==> src/rtl/seg_pkg.sv <==
// Shared constants for the multiplexed 7-segment scan controller.
package seg_pkg;

  // Per-digit field layout inside the packed DATA word: {dp, hex[3:0]}
  localparam int unsigned DIGIT_W = 5;
  localparam int unsigned HEX_W   = 4;
  localparam int unsigned DP_BIT  = 4;
  localparam int unsigned SEG_W   = 7;

  typedef logic [SEG_W-1:0] seg_t;

  typedef struct packed {
    logic             dp;
    logic [HEX_W-1:0] hex;
  } digit_t;

  // All segments off
  localparam seg_t SEG_BLANK = 7'h00;

  // Hex digit to {g..a} segment pattern, active-high
  localparam seg_t SEG_TABLE [16] = '{
    7'h3F, 7'h06, 7'h5B, 7'h4F, 7'h66, 7'h6D, 7'h7D, 7'h07,
    7'h7F, 7'h6F, 7'h77, 7'h7C, 7'h39, 7'h5E, 7'h79, 7'h71
  };

  function automatic seg_t hex_to_seg(input logic [HEX_W-1:0] hex);
    return SEG_TABLE[hex];
  endfunction

endpackage

==> src/rtl/seg_scan_timer.sv <==
// Scan timing: slot prescaler, digit index, blink phase and PWM ramp.
module seg_scan_timer
  import seg_pkg::*;
#(
  parameter int unsigned NUM_DIGITS  = 4,
  parameter int unsigned SCAN_DIV    = 28673,
  parameter int unsigned BRIGHT_W    = 4,
  parameter int unsigned BLINK_TICKS = 512
) (
  input  logic                          HCLK,
  input  logic                          HRESETn,
  output logic [$clog2(SCAN_DIV)-1:0]   pcnt,
  output logic [$clog2(NUM_DIGITS)-1:0] idx,
  output logic                          tick_c,
  output logic                          frame_start_c,
  output logic                          phase,
  output logic [BRIGHT_W-1:0]           pwm
);

  localparam int unsigned PCNT_W = $clog2(SCAN_DIV);
  localparam int unsigned IDX_W  = $clog2(NUM_DIGITS);
  localparam int unsigned BCNT_W = (BLINK_TICKS > 1) ? $clog2(BLINK_TICKS) : 1;

  logic [BCNT_W-1:0] bcnt;

  // Slot end and frame end strobes
  always_comb begin
    tick_c        = (pcnt == PCNT_W'(SCAN_DIV - 1));
    frame_start_c = tick_c && (idx == IDX_W'(NUM_DIGITS - 1));
  end

  // Prescaler: one slot is SCAN_DIV cycles
  always_ff @(posedge HCLK or negedge HRESETn) begin
    if (!HRESETn) begin
      pcnt <= '0;
    end else if (tick_c) begin
      pcnt <= '0;
    end else begin
      pcnt <= pcnt + PCNT_W'(1);
    end
  end

  // Digit index advances once per slot
  always_ff @(posedge HCLK or negedge HRESETn) begin
    if (!HRESETn) begin
      idx <= '0;
    end else if (tick_c) begin
      if (idx == IDX_W'(NUM_DIGITS - 1)) begin
        idx <= '0;
      end else begin
        idx <= idx + IDX_W'(1);
      end
    end
  end

  // Blink half-period counter, measured in slots
  always_ff @(posedge HCLK or negedge HRESETn) begin
    if (!HRESETn) begin
      bcnt  <= '0;
      phase <= 1'b0;
    end else if (tick_c) begin
      if (bcnt == BCNT_W'(BLINK_TICKS - 1)) begin
        bcnt  <= '0;
        phase <= ~phase;
      end else begin
        bcnt <= bcnt + BCNT_W'(1);
      end
    end
  end

  // PWM ramp restarts at every slot boundary so each slot sees the same duty pattern
  always_ff @(posedge HCLK or negedge HRESETn) begin
    if (!HRESETn) begin
      pwm <= '0;
    end else if (tick_c) begin
      pwm <= '0;
    end else begin
      pwm <= pwm + BRIGHT_W'(1);
    end
  end

endmodule

==> src/rtl/seg_scan_ctrl.sv <==
// Multiplexed common-anode 7-segment controller with enable, blink,
// leading-zero suppression, PWM brightness and dead time.
module seg_scan_ctrl
  import seg_pkg::*;
#(
  parameter int unsigned NUM_DIGITS  = 4,
  parameter int unsigned SCAN_DIV    = 28673,
  parameter int unsigned BRIGHT_W    = 4,
  parameter int unsigned DEAD_CYCLES = 16,
  parameter int unsigned BLINK_TICKS = 512
) (
  input  logic                          HCLK,
  input  logic                          HRESETn,
  input  logic [DIGIT_W*NUM_DIGITS-1:0] DATA,
  input  logic [NUM_DIGITS-1:0]         digit_en,
  input  logic [NUM_DIGITS-1:0]         blink_mask,
  input  logic                          lz_suppress,
  input  logic [BRIGHT_W-1:0]           brightness,
  output logic [SEG_W-1:0]              seg,
  output logic [NUM_DIGITS-1:0]         an,
  output logic                          dp
);

  localparam int unsigned PCNT_W = $clog2(SCAN_DIV);
  localparam int unsigned IDX_W  = $clog2(NUM_DIGITS);
  localparam int unsigned DATA_W = DIGIT_W * NUM_DIGITS;

  logic [PCNT_W-1:0]     pcnt;
  logic [IDX_W-1:0]      idx;
  logic                  tick_c;
  logic                  frame_start_c;
  logic                  phase;
  logic [BRIGHT_W-1:0]   pwm;

  logic                  first_q;
  logic [DATA_W-1:0]     data_q;
  logic [NUM_DIGITS-1:0] en_q;
  logic [NUM_DIGITS-1:0] blink_q;
  logic                  lz_q;
  logic [BRIGHT_W-1:0]   bright_q;

  logic [NUM_DIGITS-1:0] supp_c;
  logic                  zero_run_c;
  digit_t                cur_c;
  logic                  blank_c;

  seg_scan_timer #(
    .NUM_DIGITS  (NUM_DIGITS),
    .SCAN_DIV    (SCAN_DIV),
    .BRIGHT_W    (BRIGHT_W),
    .BLINK_TICKS (BLINK_TICKS)
  ) u_timer (
    .HCLK          (HCLK),
    .HRESETn       (HRESETn),
    .pcnt          (pcnt),
    .idx           (idx),
    .tick_c        (tick_c),
    .frame_start_c (frame_start_c),
    .phase         (phase),
    .pwm           (pwm)
  );

  // Marks the first clock after reset release so shadows load immediately
  always_ff @(posedge HCLK or negedge HRESETn) begin
    if (!HRESETn) begin
      first_q <= 1'b1;
    end else begin
      first_q <= 1'b0;
    end
  end

  // Shadow registers change only at frame boundaries to avoid tearing
  always_ff @(posedge HCLK or negedge HRESETn) begin
    if (!HRESETn) begin
      data_q   <= '0;
      en_q     <= '0;
      blink_q  <= '0;
      lz_q     <= 1'b0;
      bright_q <= '0;
    end else if (first_q || frame_start_c) begin
      data_q   <= DATA;
      en_q     <= digit_en;
      blink_q  <= blink_mask;
      lz_q     <= lz_suppress;
      bright_q <= brightness;
    end
  end

  // Leading-zero run from the top digit down; digit 0 always shows
  always_comb begin
    int unsigned i;
    supp_c     = '0;
    zero_run_c = lz_q;
    i          = 0;
    for (int unsigned j = 0; j < NUM_DIGITS; j++) begin
      i          = NUM_DIGITS - 1 - j;
      zero_run_c = zero_run_c && (data_q[i*DIGIT_W +: DIGIT_W] == '0);
      supp_c[i]  = zero_run_c && (i != 0);
    end
  end

  // Blank decision for the digit currently in its slot
  always_comb begin
    cur_c   = digit_t'(data_q[DIGIT_W*32'(idx) +: DIGIT_W]);
    blank_c = (pcnt < PCNT_W'(DEAD_CYCLES))
           || !en_q[idx]
           || (blink_q[idx] && phase)
           || supp_c[idx]
           || ((bright_q != '1) && (pwm >= bright_q));
  end

  // Registered pin drive
  always_ff @(posedge HCLK or negedge HRESETn) begin
    if (!HRESETn) begin
      an  <= '1;
      seg <= SEG_BLANK;
      dp  <= 1'b0;
    end else if (blank_c) begin
      an  <= '1;
      seg <= SEG_BLANK;
      dp  <= 1'b0;
    end else begin
      an  <= ~(NUM_DIGITS'(1) << idx);
      seg <= hex_to_seg(cur_c.hex);
      dp  <= cur_c.dp;
    end
  end

endmodule

==> config.mk <==
export PLATFORM = sky130hd
export DESIGN_NAME = seg_scan_ctrl
export DESIGN_NICKNAME = d
export VERILOG_FILES = /design/src/rtl/seg_pkg.sv /design/src/rtl/seg_scan_timer.sv /design/src/rtl/seg_scan_ctrl.sv
export SDC_FILE = /design/constraint.sdc
export NUM_CORES = 1
export LEC_CHECK = 0
export BUFFER_PORTS_ARGS = -buffer_cell sky130_fd_sc_hd__buf_4
export CAP_MARGIN = 0
export CORE_MARGIN = 3
export CORE_UTILIZATION = 40
export CTS_CLUSTER_SIZE = 16
export DETAILED_ROUTE_END_ITERATION = 8
export GPL_TIMING_DRIVEN = 0
export HOLD_SLACK_MARGIN = 0.1
export SYNTH_ARGS = -nofsm -noshare
export SYNTH_HDL_FRONTEND = slang
export SYNTH_SLANG_ARGS = --single-unit
==> constraint.sdc <==
create_clock -name HCLK -period 2.6 [get_ports HCLK]
set_input_delay 0.78 -clock HCLK [delete_from_list [all_inputs] [get_ports HCLK]]
set_output_delay 0.78 -clock HCLK [all_outputs]
set_load 0.05 [all_outputs]
==> metrics <==
P_leak 2.131 nW; cts hold-fix bufs 0; Die ar. 10850 sq um; Crit path max-delay family multiplexers; total CTS buffers 9; Slew HR 35.69%; Die X 104.2 um; final routed DRC violation total 0; period utilization 94.19%; final hold vios 0; Worst Hold Class flop to flop; pin count of the biggest net entering global routing 78; post-synth cell types 49; FFs w/ async S/R, synth 100.0%; WP buf/inv 1; post-route ant nets 0; Post-Route Skew 0.01177 ns; row cnt 35; Total GRT Usage 15.15%; drt first pass iters 4; clock slew at the register clock pins of the worst setup and hold paths 0.09 ns; first-pass GRT wire length 13.37 mm; clk buf depth 2; Setup TNS Final 0 ns; max_cap viols 0; clock sink total 77; core area 9284 sq um; final setup fails 0; RD Place Congestion 0.7689; ys flop type dfrtp_1; min Tclk post-route 2.449 ns; power density cells 617.9 nW/um^2; Worst Path Arrival 2.65 ns; Seq/Total Area, Yosys 50.16%; vias in the first global route 2690; Initial Util 41.51%; Post-CTS Setup Repair Bufs 0; routed via count 2569; ant diodes 0; final slew viol count 0; CP Class flop to flop; num ports 47; Die Y 104.2 um; routed wire length per instance 15.05 um; CTS tree built; crit-path cells buf_6 > mux4_1 > ha_1 > mux2_1 > a2111oi_1; vias per cell 5.077; layout cell share with drive strength beyond 1 32.10%; RSZ-0062 raised after global routing no; syn nets 368; worst skew pair latency 0.34 ns; HPWL after detailed placement 5.495 mm; Area growth, synth to finish 19.58%; Worst setup SP type flop; fmax 408.3 MHz; final wirelength 7.617 mm; PortBufs 46; area of placed instances 4360 sq um; Setup crit end kind flop; register bit total from synthesis 77; status completed; Mapped Cells 315; crit-path max FO 10; grt total ovfl 0; Iteration-0 DRC Markers 111; fin nets 425; Post-Syn Area 3854 sq um; fin area 4608 sq um; Peak supply drop 0.3645 mV; CTS root buf clkbuf_8; fillers 838; initial antenna violation count 0; Post-synth EDFFs 0; H-tree levels 3; critical path data required time 2.80 ns; crit-path max cell delay 0.67 ns; Slowest cell on crit path mux4_1; synth warn 0; Post-Syn Area per Cell 12.23 sq um; post-cts sizing count 0; worst-margin pin slew 0.9646 ns
==> layout by cell type, fill, tap and decap left out, types with 8 or more instances in the layout <==
| cell | instances |
|---|---|
| ha_1 | 18 |
| mux2_4 | 31 |
| o21ai_0 | 14 |
| dfrtp_1 | 72 |
| buf_4 | 46 |
| o21ai_1 | 8 |
| xnor2_1 | 12 |
| inv_1 | 12 |
| nand2_1 | 23 |
| clkbuf_8 | 9 |
| nor2_1 | 19 |
| nand3_1 | 14 |
==> sequential cells by signal, indices dropped and copies added (netlist names) <==
register / count
u_timer.pwm: 4
first_q: 1
u_timer.idx: 2
an: 4
u_timer.pcnt: 15
dp: 1
bright_q: 4
blink_q: 4
u_timer.bcnt: 9
u_timer.phase: 1
data_q: 20
lz_q: 1
seg: 7
en_q: 4
==> metrics by stage <==
stage / utilization [%] / power, mW / worst slack [ns] / hold slack (ns) / cells
floorplan: - / 1.610 / 0.4467 / 0.4387 / 315
global placement: 46.97 / 1.755 / 0.1353 / 0.4587 / 490
detailed placement: 46.97 / 1.762 / 0.1104 / 0.4664 / 490
CTS: 49.64 / 2.872 / 0.09768 / 0.4778 / 506
global route: 49.64 / 2.979 / 0.01600 / 0.5159 / 506
finish: 49.64 / 2.847 / 0.1509 / 0.4722 / 506
==> logic make-up after synthesis <==
kind of cell	synth area share [%]
and+or+nand+nor	13.25
DFF	50.16
muxes	17.73
AOI/OAI and AO/OA	6.364
buffers and inverters	3.149
adders and majority gates	5.844
xor gates and xnor gates	3.409
other	0.09731
==> layout make-up <==
cell class	instances	area, sq um	area share, %
repair buffers	46	345.3	7.494
multi-input cells	216	1799	39.04
clock inverters	7	123.9	2.688
clock buffers	9	123.9	2.688
flip-flops and latches	77	1933	41.95
plain buffers	9	72.57	1.575
inverters	13	48.80	1.059
well taps	129	161.4	3.503
==> metal layers <==
metal  GRT usage, %  part of all wire, %
met5              0                    0
met4          3.419                  1.0
met3          4.035                  3.8
met2          24.14                   48
met1          20.80                   47
==> final timing paths <==
path / from / end / slack [ns] / cells past startpoint
max: u_timer.idx[0] / seg[5] / 0.15 / 5
min: u_timer.bcnt[7] / u_timer.bcnt[7] / 0.47 / 1
max reg2reg: u_timer.idx[0] / seg[5] / 0.15 / 5
min reg2reg: u_timer.bcnt[7] / u_timer.bcnt[7] / 0.47 / 1
max in group asynchronous: HRESETn / u_timer.pcnt[3] / 1.39 / 1
min in group asynchronous: HRESETn / seg[5] / 0.57 / 1
==> cells in the mapped netlist (2+ instances only) <==
cell type  count  area share, %
inv_1         12            1.2
buf_6          5            1.5
xor2_1         3           0.68
a21oi_2        2           0.45
nand4_1        6           0.97
dfstp_2        5            3.4
and2_1         3           0.49
mux2_1         2           0.58
or4_1          2           0.39
nor3_2         2           0.52
a21oi_1        2           0.26
mux2_2         4            1.2
nor2_1        19            1.9
nand2_1       23            2.2
o21ai_1        8            1.0
nor4_1         2           0.32
mux2i_1        3           0.78
ha_1          18            5.8
o22ai_1        3           0.49
dfrtp_1       72             47
nand3_1       14            1.8
mux4_1         2            1.4
or3_1          2           0.32
mux4_2         3            1.8
nand2b_1       5           0.81
nor3_1         7           0.91
clkbuf_1       3           0.29
xnor2_1       12            2.7
o21ai_0       14            1.8
a31oi_1        2           0.32
and3_1         7            1.1
mux2_4        31             12
==> where the power goes <==
group          internal (mW)  total (mW)  switching (mW)
logic                  0.199       0.414           0.216
registers               1.27        1.32          0.0458
clock network          0.643        1.11           0.472
Power figures use the tool's default switching activity.
